**src/rtl/mash_ncl_if.sv**
```systemverilog
// Sample-side and result-side signals of the MASH 1-1-1 noise-cancellation recombiner.
// The master drives the carries and controls. The slave returns offset and window results.
interface mash_ncl_if #(
  parameter int P_WIN_LOG2 = 8
);
  logic                    i_en;
  logic                    i_quantize1;
  logic                    i_quantize2;
  logic                    i_quantize3;
  logic                    i_win_clr;
  logic [3:0]              o_div_offset;
  logic                    o_valid;
  logic [P_WIN_LOG2+3:0]   o_win_sum;
  logic                    o_win_valid;

  modport master (
    output i_en, i_quantize1, i_quantize2, i_quantize3, i_win_clr,
    input  o_div_offset, o_valid, o_win_sum, o_win_valid
  );

  modport slave (
    input  i_en, i_quantize1, i_quantize2, i_quantize3, i_win_clr,
    output o_div_offset, o_valid, o_win_sum, o_win_valid
  );
endinterface

```
**src/rtl/mash_ncl_combiner.sv**
```systemverilog
// MASH 1-1-1 recombiner y = c1 z^-2 + c2 (1-z^-1) z^-1 + c3 (1-z^-1)^2 plus a windowed sum of y.
// Latency is 2 enabled edges from carry in to o_div_offset. There is no backpressure: all state holds while i_en is low.
module mash_ncl_combiner #(
  parameter int P_WIN_LOG2 = 8
) (
  input  logic      i_clk,
  input  logic      i_rst_n,
  mash_ncl_if.slave bus
);
  localparam int SW = P_WIN_LOG2 + 4;

  // Each history entry is {c3, c2, c1}.
  logic [2:0]            s0, s1, s2;
  logic [1:0]            start_cnt;
  logic [P_WIN_LOG2-1:0] win_cnt;
  logic [SW-1:0]         acc;
  logic [3:0]            div_offset;
  logic                  valid;
  logic [SW-1:0]         win_sum;
  logic                  win_valid;
  logic [3:0]            y;
  logic [SW-1:0]         y_ext;
  logic                  acc_en;

  // Modulo-16 arithmetic is exact here because y is always within -3..+4.
  always_comb begin
    y = 4'(s2[0])
      + 4'(s1[1]) - 4'(s2[1])
      + 4'(s0[2]) - {2'b00, s1[2], 1'b0} + 4'(s2[2]);
    y_ext  = {{P_WIN_LOG2{y[3]}}, y};
    acc_en = bus.i_en && (start_cnt == 2'd3);
  end

  always_ff @(posedge i_clk or negedge i_rst_n) begin
    if (!i_rst_n) begin
      s0         <= '0;
      s1         <= '0;
      s2         <= '0;
      start_cnt  <= '0;
      win_cnt    <= '0;
      acc        <= '0;
      div_offset <= '0;
      valid      <= 1'b0;
      win_sum    <= '0;
      win_valid  <= 1'b0;
    end else begin
      win_valid <= 1'b0;
      if (bus.i_en) begin
        s2         <= s1;
        s1         <= s0;
        s0         <= {bus.i_quantize3, bus.i_quantize2, bus.i_quantize1};
        div_offset <= y;
        if (start_cnt != 2'd3) begin
          start_cnt <= start_cnt + 2'd1;
        end else begin
          valid <= 1'b1;
        end
      end
      // A clear discards the sample on the same edge, including a window end.
      if (bus.i_win_clr) begin
        acc     <= '0;
        win_cnt <= '0;
      end else if (acc_en) begin
        if (win_cnt == {P_WIN_LOG2{1'b1}}) begin
          win_sum   <= acc + y_ext;
          win_valid <= 1'b1;
          acc       <= '0;
          win_cnt   <= '0;
        end else begin
          acc     <= acc + y_ext;
          win_cnt <= win_cnt + 1'b1;
        end
      end
    end
  end

  assign bus.o_div_offset = div_offset;
  assign bus.o_valid      = valid;
  assign bus.o_win_sum    = win_sum;
  assign bus.o_win_valid  = win_valid;
endmodule

```
**src/flat_wrapper.sv**
```systemverilog
// flat-port wrapper written by rule: the top's interface ports become plain ports
module mash_ncl_combiner_flat 
#(
  parameter int P_WIN_LOG2 = 8
)
  (i_clk, i_rst_n, bus_i_en, bus_i_quantize1, bus_i_quantize2, bus_i_quantize3, bus_i_win_clr, bus_o_div_offset, bus_o_valid, bus_o_win_sum, bus_o_win_valid);
  mash_ncl_if #(.P_WIN_LOG2(P_WIN_LOG2)) bus_i ();
  input  logic i_clk;
  input  logic i_rst_n;
  input wire logic [$bits(bus_i.i_en)-1:0] bus_i_en;
  input wire logic [$bits(bus_i.i_quantize1)-1:0] bus_i_quantize1;
  input wire logic [$bits(bus_i.i_quantize2)-1:0] bus_i_quantize2;
  input wire logic [$bits(bus_i.i_quantize3)-1:0] bus_i_quantize3;
  input wire logic [$bits(bus_i.i_win_clr)-1:0] bus_i_win_clr;
  output wire logic [$bits(bus_i.o_div_offset)-1:0] bus_o_div_offset;
  output wire logic [$bits(bus_i.o_valid)-1:0] bus_o_valid;
  output wire logic [$bits(bus_i.o_win_sum)-1:0] bus_o_win_sum;
  output wire logic [$bits(bus_i.o_win_valid)-1:0] bus_o_win_valid;
  assign bus_i.i_en = bus_i_en;
  assign bus_i.i_quantize1 = bus_i_quantize1;
  assign bus_i.i_quantize2 = bus_i_quantize2;
  assign bus_i.i_quantize3 = bus_i_quantize3;
  assign bus_i.i_win_clr = bus_i_win_clr;
  assign bus_o_div_offset = bus_i.o_div_offset;
  assign bus_o_valid = bus_i.o_valid;
  assign bus_o_win_sum = bus_i.o_win_sum;
  assign bus_o_win_valid = bus_i.o_win_valid;
  mash_ncl_combiner #(.P_WIN_LOG2(P_WIN_LOG2)) u_core (.i_clk(i_clk), .i_rst_n(i_rst_n), .bus(bus_i));
endmodule
```
**config.mk**
```make
export PLATFORM = sky130hd
export DESIGN_NAME = mash_ncl_combiner_flat
export DESIGN_NICKNAME = d
export VERILOG_FILES = /design/src/rtl/mash_ncl_if.sv /design/src/rtl/mash_ncl_combiner.sv /design/src/flat_wrapper.sv
export SDC_FILE = /design/constraint.sdc
export NUM_CORES = 1
export LEC_CHECK = 0
export ABC_AREA = 1
export BUFFER_PORTS_ARGS = -buffer_cell sky130_fd_sc_hd__buf_2
export CAP_MARGIN = 20
export CORE_ASPECT_RATIO = 2
export CORE_MARGIN = 10
export CORE_UTILIZATION = 53
export CTS_CLUSTER_SIZE = 30
export DETAILED_ROUTE_END_ITERATION = 8
export PLACE_DENSITY = 0.75
export SKIP_LAST_GASP = 1
export SLEW_MARGIN = 5
export SYNTH_ARGS = -nofsm -noshare
export SYNTH_HDL_FRONTEND = slang
export SYNTH_SLANG_ARGS = --single-unit
```
**constraint.sdc**
```tcl
create_clock -name i_clk -period 2.7 [get_ports i_clk]
set_input_delay 0 -clock i_clk [delete_from_list [all_inputs] [get_ports i_clk]]
set_output_delay 0 -clock i_clk [all_outputs]
set_load 0.1 [all_outputs]
```
* Word-level counts from Yosys, hierarchy flattened
Index checks and enable logic that the tools add are counted.
Word-level totals: register bits after elaboration 49, bits in latches 0, RAM bits 0, memory bits (read-only) 0, output and inout bits 18, logic and storage cells 37, memories 0
Operators by class: add/subtract/negate cells 8, multiply operators 0, divide/modulo/power cells 0, order comparisons 0, equality and inequality tests 3, shifts and indexed selects 0, mux-type cells 9, bitwise gates (word level) 2, reductions and logical operators 5
Operators by type and width (number):
- 12-bit two-way mux | 3
- 8-bit two-way mux | 3
- 12-bit adder | 1
- 4-bit by 1-bit adder with 4-bit output | 2
- 8-bit by 1-bit adder with 8-bit output (second input constant) | 1
- 8-bit equality test (second input constant) | 1
- 2-bit AND reduction | 2
- 4-bit by 1-bit subtractor with 4-bit output | 1
- 4-bit by 2-bit subtractor with 4-bit output | 1
- 1-bit two-way mux | 3
- 3-bit AND reduction | 1
- 1-bit by 1-bit adder with 2-bit output | 1
- 2-bit by 1-bit adder with 2-bit output (second input constant) | 1
- 2-bit equality test (second input constant) | 1
- 2-bit != test (second input constant) | 1
- 1-bit inverter | 2
- 2-bit nonzero test | 1
- 1-bit logical AND | 1

* Longest topological paths before layout
Gate-level depths: netlist of run 1.
depth after elaboration 9, depth in mapped cells 19, gate-level depth less buffers 18

* Worst setup path after synthesis of run 1
Ideal clock, no wire load.
path type register to register, start register u_core.s2[1], end register u_core.acc[9], library setup time 0.122 ns, arrival 2.536 ns, data required time 2.578 ns, slack 0.042 ns, cell stages (with the launch flop) 17, buffers on the path 0, clock period less this slack 2.658 ns, cell sequence dfrtp_1 ha_1 fa_1 inv_1 ha_1 inv_1 ha_1 inv_1 ha_1 a21oi_1 nand2_1 nand2_2 nand2_2 nand2_2 nand3b_2 nand3_1 o21ai_1
Between the ends: word-level cells in the longest chain between the ends 8
Ends and longest elaborated chain:
- start: declaration | RTL line mash_ncl_combiner.sv:13 | logic [2:0] s0, s1, s2;
- start signal: assignment | RTL line mash_ncl_combiner.sv:38 | s2 <= '0;
- start signal: assignment | RTL line mash_ncl_combiner.sv:49 | s2 <= s1;
- 4-bit by 1-bit subtractor with 4-bit output | RTL line mash_ncl_combiner.sv:28 | + 4'(s1[1]) - 4'(s2[1])
- 4-bit by 1-bit adder with 4-bit output | RTL line mash_ncl_combiner.sv:29 | + 4'(s0[2]) - {2'b00, s1[2], 1'b0} + 4'(s2[2]);
- 4-bit by 2-bit subtractor with 4-bit output | RTL line mash_ncl_combiner.sv:29
- 4-bit by 1-bit adder with 4-bit output | RTL line mash_ncl_combiner.sv:29
- named net u_core.y[2] | RTL line mash_ncl_combiner.sv:21 | logic [3:0] y;
- 12-bit adder | RTL line mash_ncl_combiner.sv:70 | acc <= acc + y_ext;
- 12-bit two-way mux | RTL line mash_ncl_combiner.sv:64 | if (win_cnt == {P_WIN_LOG2{1'b1}}) begin
- 12-bit two-way mux | RTL line mash_ncl_combiner.sv:63 | end else if (acc_en) begin
- 12-bit two-way mux | RTL line mash_ncl_combiner.sv:60 | if (bus.i_win_clr) begin
- end signal: assignment | RTL line mash_ncl_combiner.sv:70
- end: declaration | RTL line mash_ncl_combiner.sv:16 | logic [SW-1:0] acc;
The timed path passes the listed nets, and every way through them passes these cells. The select of a mux whose other input is x is not followed. A chain may end at the register's enable or synchronous reset.

* Final worst setup path of run 1
start register u_core.s2[2], end register u_core.win_sum[11], in the netlist u_core.bus.o_win_sum[11]
Between the ends: word-level cells in the longest chain between the ends 2
Ends and longest elaborated chain:
- 4-bit by 1-bit adder with 4-bit output | RTL line mash_ncl_combiner.sv:29
- named net u_core.y[2] | RTL line mash_ncl_combiner.sv:21
- 12-bit adder | RTL line mash_ncl_combiner.sv:65 | win_sum <= acc + y_ext;
- end signal: assignment | RTL line mash_ncl_combiner.sv:65
- end: declaration | RTL line mash_ncl_combiner.sv:19 | logic [SW-1:0] win_sum;
The timed path passes the listed nets, and every way through them passes these cells.

==> summary.txt, run 1 <==
Final setup violation count: 14
crit path time final: 2.81 ns
final total power: 2.81 mW
layout cells sized above 1: 34.4%
Post-Syn Area per Cell: 8.22 µm²
Detail Placement HPWL: 4740 µm
largest net degree at the start of global routing: 50
Starting Density: 54.2%
Seq. cell area: 1230 µm²
GRT Util Overall: 16.2%
die width: 71.3 µm
Die ar.: 8730 µm²
worst hold-check path type: in2reg
post-synthesis register bit count: 49
Sw Share: 41.4%
CP startpoint kind: flip-flop
WHS: 0.0514 ns
Final GP Congestion: 0.884
WS Path Type: reg2reg
DR DRC count: 0
Int Pwr: 1.65 mW
core area: 5140 µm²
GRT Residual Overflow: 0
period utilisation layout: 104%
pins over their slew limit: 0
Post-Route WL: 7040 µm
Max-slew headroom: 67.4%
sequential share of the synthesized area: 44.0%
cts bufs inserted: 5
synth unique cells: 36
first-pass GRT wire length: 11500 µm
CP Data Required Time: 2.91 ns
Yosys top cell by area: dfrtp_1
Fillers: 389
CP max FO: 4
Hold EP: u_core.s0[0]
vias in the first global route: 2577
Crit. End Element: flip-flop
HP Start: bus_i_en
Post-Route Skew: 0.00996 ns
status: complete, but fails checks
Worst-path clk slew: 0.08 ns
max-cap violations: 0
FFs w/ async S/R, synth: 100%
Avg WL per Cell: 15.7 µm
antenna cells: 0
failing checks: negative setup slack
Worst Reg-to-Reg Cells: 18
post-route cell area: 3510 µm²
P_leak: 1.82 nW
CTS tree: done
Clock Sinks: 49
Fmax: 356 MHz
TNS Setup: -0.880 ns
H-tree Lvls: 2
Post-synth EDFFs: 0
Pre-Repair DR Iteration Count: 4
post-synth top area share: 44.0%
root buffer cell: clkbuf_8
nets: 409
via/cell ratio: 5.51
WHS Path Cells: 3
switching power total: 1.17 mW
Synth top cells by count: 106 x nand2_1, 49 x dfrtp_1, 36 x inv_1, 25 x nand3_1, 17 x o21ai_0
multi-input logic area: 1580 µm²
I/O Pins: 25
row count: 37
power per cell area: 802 nW/µm²
P&R area growth vs syn: 26.0%
Final ANT Viol Nets: 0
reg2reg start: u_core.s2[2]
via count: 2467
Final Hold Violating Endpoints: 0
most frequent cell after synthesis: nand2_1
Synth Cell Area: 2790 µm²
Ys Warns: 0
top cells by area, synth: dfrtp_1 44%, nand2_1 14%, inv_1 4.8%
reg2reg setup slack: -0.11 ns
Critical R2R Capture: u_core.bus.o_win_sum[11]
Post-Synthesis Cells: 339
ys flop type: dfrtp_1
Syn Nets: 359
initial antenna violation count: 0
combinational share of power: 48.3%
Worst-Margin Slew: 0.492 ns
CTS Buffer Depth: 2
final setup margin: -0.112 ns
DP Area: 3030 µm²
port bufs: 24
clock power share: 19.8%
1st-iter DRT viols: 156
sequential power share: 31.9%
Critical Path AT: 3.02 ns
unrepaired setup endpoints after global routing: true
Die Y: 123 µm
insertion delay to the later sink of the worst-skew pair: 0.32 ns
worst vdd ir: 686 µV
## critical path, cell delays in order (launching register included)
cell,delay [ns]
dfrtp_1,0.38
inv_2,0.08
ha_4,0.13
inv_2,0.03
fa_1,0.55
ha_4,0.16
inv_4,0.04
ha_4,0.27
inv_4,0.04
ha_4,0.30
nand3_2,0.09
nand2_2,0.10
nand2_4,0.08
nand2_4,0.09
nand3_2,0.10
nand2_2,0.08
nand2_2,0.05
nand3_1,0.08
nand2_1,0.05
## routing by layer
| layer | vias to the layer above | routed length [µm] | global-route usage, % |
|---|---|---|---|
| met5 | - | 0 | 0 |
| met4 | 0 | 371 | 11.9 |
| met3 | 33 | 313 | 4.20 |
| met2 | 69 | 3880 | 29.5 |
| met1 | 1185 | 2470 | 14.8 |
| li1 | 1180 | - | - |
## layout by cell type, fill, tap and decap left out, drive strengths merged
master       synthesis  final
ha                  10     10
mux2                 1      1
nor3                 3      3
xor2                 5      5
dlygate4sd3          0      5
nand2              122    122
nand3b               2      2
o21bai               1      1
nand3               26     26
nor2                17     17
or2                  2      2
fa                   3      3
clkbuf               3      7
o22ai                4      4
bufinv               0      1
nand4                3      3
and2                 1      1
dfrtp               49     49
o21ai               25     25
xnor2                3      3
a22o                 1      1
a21oi                9      9
buf                  5     46
a31oi                2      2
inv                 42     42
## kinds of logic (layout without fill, tap and decap cells)
logic type | count (synthesis) | count (layout) | share of synthesized area (%)
AO/OA/AOI/OAI | 42 | 42 | 8.94
XOR/XNOR | 8 | 8 | 2.51
adder cells (fa/ha/maj) | 13 | 13 | 6.65
buffers and inverters | 50 | 101 | 7.90
flip-flops | 49 | 49 | 44.0
multiplexers | 1 | 1 | 0.404
AND/OR/NAND/NOR | 176 | 176 | 29.6
## stage by stage
stage / utilization, % / std cells / setup WS, ns
2_1_floorplan: - / 339 / 0.0418
3_3_place_gp: 58.9 / 428 / -0.133
3_5_place_dp: 58.9 / 428 / -0.247
4_1_cts: 64.7 / 445 / -0.00718
5_1_grt: 68.3 / 448 / -0.216
6_report: 68.3 / 448 / -0.112
## area by class of cell
class	instances	area share, %
clock buffers	7	2.46
multi-input cells	240	45.1
repair buffers	51	9.91
well taps	58	2.07
flip-flops and latches	49	34.9
inverters	42	4.70
clock inverters	1	0.855
## worst max-delay path by stage
stage          slack [ns]                  endpoint    startpoint
2_1_floorplan        0.04             u_core.acc[9]  u_core.s2[1]
3_3_place_gp        -0.13             u_core.acc[5]  u_core.s2[1]
3_5_place_dp        -0.25  u_core.bus.o_win_sum[11]  u_core.s2[1]
4_1_cts            -0.007             u_core.acc[9]  u_core.s2[2]
5_1_grt             -0.22  u_core.bus.o_win_sum[11]  u_core.s2[2]
6_report            -0.11  u_core.bus.o_win_sum[11]  u_core.s2[2]
## power by group through the flow
stage,sequential (mW),clock (mW),combinational [mW]
after global routing,0.910,0.595,1.47
after floorplan,1.05,0,0.607
after CTS,0.896,0.564,1.17
final,0.897,0.558,1.36
after detailed placement,0.905,0,1.06
after global placement,0.900,0,1.04
## sequential cells by signal (all words and copies together) (netlist names), 2 cells and up
register and cells:
u_core.s0 3, u_core.acc 12, u_core.win_cnt 8, u_core.start_cnt 2
u_core.s1 3, u_core.bus.o_div_offset 4, u_core.s2 3, u_core.bus.o_win_sum 12
## what timing repair did
item,CTS,global route
setup endpoints to repair,19,20
endpoints found under the hold margin,54,0
hold buffers,5,0
pin swaps,15,11
resized for setup,23,31
setup buffers,4,2
gates cloned,0,0
No activity file was read; power rests on OpenSTA's default activity.
==> run 2: changes to the inputs <==
--- a/config.mk
+++ b/config.mk
@@ -13,6 +13,7 @@
 export CORE_UTILIZATION = 53
 export CTS_CLUSTER_SIZE = 30
 export DETAILED_ROUTE_END_ITERATION = 8
+export HOLD_SLACK_MARGIN = 0.06
 export PLACE_DENSITY = 0.75
 export SKIP_LAST_GASP = 1
 export SLEW_MARGIN = 5
==> run 2 against run 1 <==
Against the previous run:
- the run still ends with negative setup slack left
- first-iteration DRC count up 1.3%
- design area grew 0.86%
- clock skew rose by 0.0011 ns
- register-to-register slack is essentially flat
- wire length up 0.16%
- largest power group unchanged
==> summary.txt, run 2 (same netlist as run 1, synthesis figures left out) <==
status: complete, but fails checks
failing checks: negative setup slack
final setup margin: -0.115 ns (-0.00307 ns)
Die Y: 123 µm (unchanged)
sequential power share: 31.9% (about the same)
max-cap violations: 0 (unchanged)
power per cell area: 795 nW/µm² (-0.84%)
I/O Pins: 25 (unchanged)
Largest stage delay, worst path: 0.55 ns (about the same)
H-tree Lvls: 2 (unchanged)
Avg WL per Cell: 15.6 µm (-0.51%)
insertion delay to the later sink of the worst-skew pair: 0.32 ns (about the same)
Final Util: 68.9% (+0.58 points)
Final ANT Viol Nets: 0 (unchanged)
Detail Placement HPWL: 4740 µm (unchanged)
Worst-Margin Slew: 0.492 ns (-0.000000834 ns)
via/cell ratio: 5.48 (-0.46%)
die width: 71.3 µm (unchanged)
P_leak: 1.83 nW (+0.54%)
Pre-Repair DR Iteration Count: 4 (unchanged)
crit path time final: 2.81 ns (+0.00307 ns)
worst vdd ir: 686 µV (about the same)
Sw Share: 41.3% (-0.087 points)
largest net degree at the start of global routing: 50 (unchanged)
Final Hold Violating Endpoints: 0 (unchanged)
CTS Buffer Depth: 2 (unchanged)
CP max FO: 4 (unchanged)
Post-Route WL: 7050 µm (+0.16%)
Crit. End Element: flip-flop
core area: 5140 µm² (unchanged)
Critical Path AT: 3.02 ns (about the same)
root buffer cell: clkbuf_8
Int Pwr: 1.65 mW (+0.16%)
Final GP Congestion: 0.884 (unchanged)
switching power total: 1.16 mW (-0.20%)
period utilisation layout: 104% (+0.11 points)
CP startpoint kind: flip-flop
Final setup violation count: 14 (unchanged)
Max-slew headroom: 67.4% (about the same)
GRT Util Overall: 16.4% (+0.16 points)
unrepaired setup endpoints after global routing: true
Worst-path clk slew: 0.09 ns (about the same)
Die ar.: 8730 µm² (unchanged)
crit-path cells: inv_2, ha_4, inv_2, fa_1, ha_4, inv_4, ha_4, inv_4, ha_4, nand3_2, nand2_2, nand2_4, nand2_4, nand3_2, nand2_2, nand2_2, nand3_1, nand2_1
pins over their slew limit: 0 (unchanged)
worst hold-check path type: in2async
Worst Reg-to-Reg Cells: 18 (unchanged)
initial antenna violation count: 0 (unchanged)
1st-iter DRT viols: 158 (+1.3%)
row count: 37 (unchanged)
layout cells sized above 1: 34.1% (-0.26 points)
CTS tree: done
cts bufs inserted: 5 (unchanged)
nets: 412 (+0.73%)
most frequent CP cell: ha_4
clock power share: 19.7% (about the same)
vias in the first global route: 2606 (+1.1%)
Clock Sinks: 49 (unchanged)
most common library cell in the layout ignoring fill and taps: nand2_1
first-pass GRT wire length: 11600 µm (+1.1%)
TNS Setup: -0.900 ns (-0.0196 ns)
antenna cells: 0 (unchanged)
port bufs: 24 (unchanged)
combinational share of power: 48.4% (about the same)
Placed Cells: 428 (unchanged)
Fmax: 355 MHz (-0.11%)
P&R area growth vs syn: 27.1%
dpl ws: -0.247 ns (unchanged)
DR DRC count: 0 (unchanged)
via count: 2472 (+0.20%)
CP Data Required Time: 2.91 ns (about the same)
WS Path Type: reg2reg
GRT Residual Overflow: 0 (unchanged)
Starting Density: 54.2% (unchanged)
most frequent cells in the layout: 97 x nand2_1, 49 x dfrtp_1, 30 x inv_1
Slowest-stage cell, CP: fa_1
Post-Route Skew: 0.0111 ns (+0.00113 ns)
final std cells w/o fill: 451 (+0.67%)
run 2: cell types whose count changed in the layout (fill, tap and decap cells not counted), sizes merged:
cell / delta
dlygate4sd3: +3
run 2: what timing repair did:
action                     in CTS  in global routing
setup endpoints to repair      19                 20
hold buffers                    8                  0
hold endpoints to repair       56                  0
pin swaps                      15                 11
setup buffers                   4                  2
gates resized for setup        23                 31
run 2: path summary, 6_finish.rpt:
check / slack (ns) / end / start
min reg2reg: 0.47 / u_core.bus.o_valid / u_core.bus.o_valid
min: 0.07 / u_core.bus.o_win_sum[6] / i_rst_n
max reg2reg: -0.11 / u_core.bus.o_win_sum[11] / u_core.s2[2]
max: -0.11 / u_core.bus.o_win_sum[11] / u_core.s2[2]
min in group i_clk: 0.45 / u_core.s0[2] / bus_i_quantize3
max in group asynchronous: 2.12 / u_core.bus.o_win_sum[11] / i_rst_n
run 2: cell type report:
cell class / instances / area, µm²
clock buffer: 7 / 86.3
clock inverter: 1 / 30.0
fill: 386 / 1600
inverter: 42 / 165
multi-input combinational: 240 / 1580
sequential: 49 / 1230
tap: 58 / 72.6
timing repair buffer: 54 / 378
run 2: routing by layer:
layer,share of wire [%],global-route usage [%],wire (µm)
met1,35,14.9,2460
met2,55,29.9,3890
met3,4.5,4.20,317
met4,5.4,11.9,381
met5,0,0,0
run 2: power by group through the flow:
stage / logic (mW) / registers [mW] / clock network (mW)
floorplan: 0.607 / 1.05 / 0
global placement: 1.04 / 0.900 / 0
detailed placement: 1.06 / 0.905 / 0
CTS: 1.18 / 0.896 / 0.564
global route: 1.47 / 0.910 / 0.595
finish: 1.36 / 0.897 / 0.556
run 2: worst max-delay path: cells and delay by family (launching register included):
kind,cells,cell delay [ns]
fa+ha+maj,5,1.41
flops,1,0.38
simple gates,9,0.72
buf+inv,4,0.19
run 2: per-stage QoR:
| stage | instance area, µm² | power, mW | hold WS [ns] |
|---|---|---|---|
| after global routing | 3540 | 2.98 | 0.104 |
| after floorplan | 2790 | 1.66 | -0.296 |
| final | 3540 | 2.81 | 0.0739 |
| after global placement | 3030 | 1.94 | 0.203 |
| after CTS | 3360 | 2.64 | 0.436 |
| after detailed placement | 3030 | 1.96 | 0.209 |
==> run 3: changes to the inputs <==
--- a/config.mk
+++ b/config.mk
@@ -8,7 +8,6 @@
 export ABC_AREA = 1
 export BUFFER_PORTS_ARGS = -buffer_cell sky130_fd_sc_hd__buf_2
 export CAP_MARGIN = 20
-export CORE_ASPECT_RATIO = 2
 export CORE_MARGIN = 10
 export CORE_UTILIZATION = 53
 export CTS_CLUSTER_SIZE = 30
==> run 3 against run 2 <==
Against the previous run:
- the run still ends with negative setup slack left
- combinational power fell by 10%
- fmax increased by 0.94%
- sequential power hardly changed
- register-to-register slack improved by 0.03 ns
- flip-flop and latch count is the same
- hold slack improved by 0.021 ns
- non-clock buffer count fell by 7
- critical path type unchanged
- largest cell class unchanged
==> summary.txt, run 3 (same netlist as run 1, synthesis figures left out) <==
Slowest-stage cell, CP: fa_1
Starting Density: 54.6% (+0.33 points)
Post-Route WL: 6450 µm (-8.6%)
port bufs: 24 (unchanged)
combinational share of power: 45.7% (-2.7 points)
CTS Buffer Depth: 2 (unchanged)
Sw Share: 41.3% (-0.071 points)
most frequent cells in the layout: 99 x nand2_1, 49 x dfrtp_1, 30 x inv_1
via/cell ratio: 5.21 (-5.0%)
CP delay by family, top: adder cells
Detail Placement HPWL: 4170 µm (-12%)
Fillers: 402 (+4.1%)
Pre-Repair DR Iteration Count: 4 (unchanged)
Die ar.: 8560 µm² (-2.0%)
Int Pwr: 1.57 mW (-5.1%)
Clock Sinks: 49 (unchanged)
vias in the first global route: 2385 (-8.5%)
via count: 2375 (-3.9%)
unrepaired setup endpoints after global routing: true
cts bufs inserted: 5 (unchanged)
max-cap violations: 0 (unchanged)
switching power total: 1.10 mW (-5.3%)
Seq. cell area: 1230 µm² (unchanged)
first-pass GRT wire length: 10900 µm (-6.0%)
core area: 5110 µm² (-0.61%)
Post-Route Skew: 0.00626 ns (-0.00482 ns)
CP max FO: 5 (+1)
Worst-Margin Slew: 0.490 ns (-0.00162 ns)
Final setup violation count: 13 (-1)
most common library cell in the layout ignoring fill and taps: nand2_1
Die Y: 92.5 µm (-25%)
worst vdd ir: 625 µV (-8.9%)
most frequent CP cell: ha_4
multi-input logic area: 1560 µm² (-1.6%)
die width: 92.5 µm (+30%)
GRT Residual Overflow: 0 (unchanged)
CP Data Required Time: 2.88 ns (-0.03 ns)
Critical Path AT: 2.97 ns (-0.05 ns)
P_leak: 1.79 nW (-1.7%)
H-tree Lvls: 2 (unchanged)
DR DRC count: 0 (unchanged)
Final GP Congestion: 0.895 (+1.2%)
insertion delay to the later sink of the worst-skew pair: 0.31 ns (about the same)
antenna cells: 0 (unchanged)
initial antenna violation count: 0 (unchanged)
sequential power share: 33.6% (+1.7 points)
row count: 26 (-30%)
Avg WL per Cell: 14.1 µm (-9.6%)
GRT Util Overall: 15.4% (-0.92 points)
Largest stage delay, worst path: 0.55 ns (about the same)
final setup margin: -0.0883 ns (+0.0263 ns)
worst hold-check path type: in2async
Critical R2R Capture: u_core.acc[4]
Fmax: 359 MHz (+0.94%)
P&R area growth vs syn: 24.9%
root buffer cell: clkbuf_8
CP startpoint kind: flip-flop
nets: 405 (-1.7%)
WHS: 0.0945 ns (+0.0206 ns)
status: complete, but fails checks
Final Hold Violating Endpoints: 0 (unchanged)
1st-iter DRT viols: 178 (+13%)
I/O Pins: 25 (unchanged)
Final Util: 68.1% (-0.78 points)
crit-path cells: inv_2, ha_4, inv_2, fa_1, ha_4, inv_4, ha_4, inv_2, ha_4, a21oi_4, o21ai_2, buf_4, xor2_2, o22ai_1
reg2reg start: u_core.s2[2]
failing checks: negative setup slack
reg2reg setup slack: -0.09 ns (+0.03 ns)
crit path time final: 2.79 ns (-0.0263 ns)
Crit path buffers/inverters: 5 (+1)
Worst-path clk slew: 0.09 ns (about the same)
power per cell area: 767 nW/µm² (-3.5%)
Crit. End Element: flip-flop
post-route cell area: 3480 µm² (-1.7%)
DP Area: 2990 µm² (-1.2%)
CTS tree: done
WS Path Type: reg2reg
largest net degree at the start of global routing: 50 (unchanged)
clock power share: 20.8% (+1.1 points)
Final ANT Viol Nets: 0 (unchanged)
pins over their slew limit: 0 (unchanged)
layout cells sized above 1: 32.6% (-1.5 points)
Worst Reg-to-Reg Cells: 14 (-4)
Max-slew headroom: 67.5% (+0.11 points)
period utilisation layout: 103% (-0.97 points)
==> run 3: layout make-up <==
type	instances	area share (%)
Multi-Input combinational cell	240	44.8
Sequential cell	49	35.2
Timing Repair Buffer	47	9.35
Inverter	42	4.67
Tap cell	70	2.52
Clock buffer	6	2.37
Clock inverter	2	1.08
==> run 3: repair_timing <==
item / 4_1_cts / 5_1_grt
setup endpoints to repair: 18 / 19
hold buffers: 8 / 0
gates resized for setup: 20 / 31
buffers inserted: 3 / 3
endpoints found under the hold margin: 57 / 0
pin swaps: 17 / 27
==> run 3: through the flow <==
stage / setup WS (ns) / cells / power [mW] / setup TNS [ns]
after floorplan: 0.0418 / 339 / 1.66 / 0
after global placement: -0.103 / 433 / 1.85 / -1.03
after detailed placement: -0.192 / 433 / 1.87 / -2.57
after CTS: -0.0158 / 452 / 2.55 / -0.0246
after global routing: -0.190 / 456 / 2.83 / -2.58
final: -0.0883 / 456 / 2.67 / -0.615
==> run 3: metal layers <==
| metal | share of wire, % | up-vias | track usage (%) |
|---|---|---|---|
| li1 | - | 1166 | - |
| met1 | 41 | 1136 | 17.9 |
| met2 | 52 | 56 | 26.4 |
| met3 | 4.8 | 17 | 4.12 |
| met4 | 2.7 | 0 | 6.43 |
| met5 | 0 | - | 0 |
==> run 3: power by group through the flow <==
stage | clock [mW] | sequential, mW | combinational [mW]
final | 0.555 | 0.896 | 1.22
after global routing | 0.593 | 0.909 | 1.32
after CTS | 0.563 | 0.891 | 1.10
after detailed placement | 0 | 0.901 | 0.971
after global placement | 0 | 0.897 | 0.956
after floorplan | 0 | 1.05 | 0.607
==> run 3: worst max path at each step <==
stage | from | slack (ns) | depth (start not counted) | endpoint
after floorplan | u_core.s2[1] | 0.04 | 16 | u_core.acc[9]
after global placement | u_core.s2[1] | -0.10 | 16 | u_core.acc[7]
after detailed placement | u_core.s2[1] | -0.19 | 16 | u_core.acc[11]
after CTS | u_core.s1[1] | -0.02 | 18 | u_core.acc[11]
after global routing | u_core.s2[2] | -0.19 | 18 | u_core.acc[9]
final | u_core.s2[2] | -0.09 | 14 | u_core.acc[4]
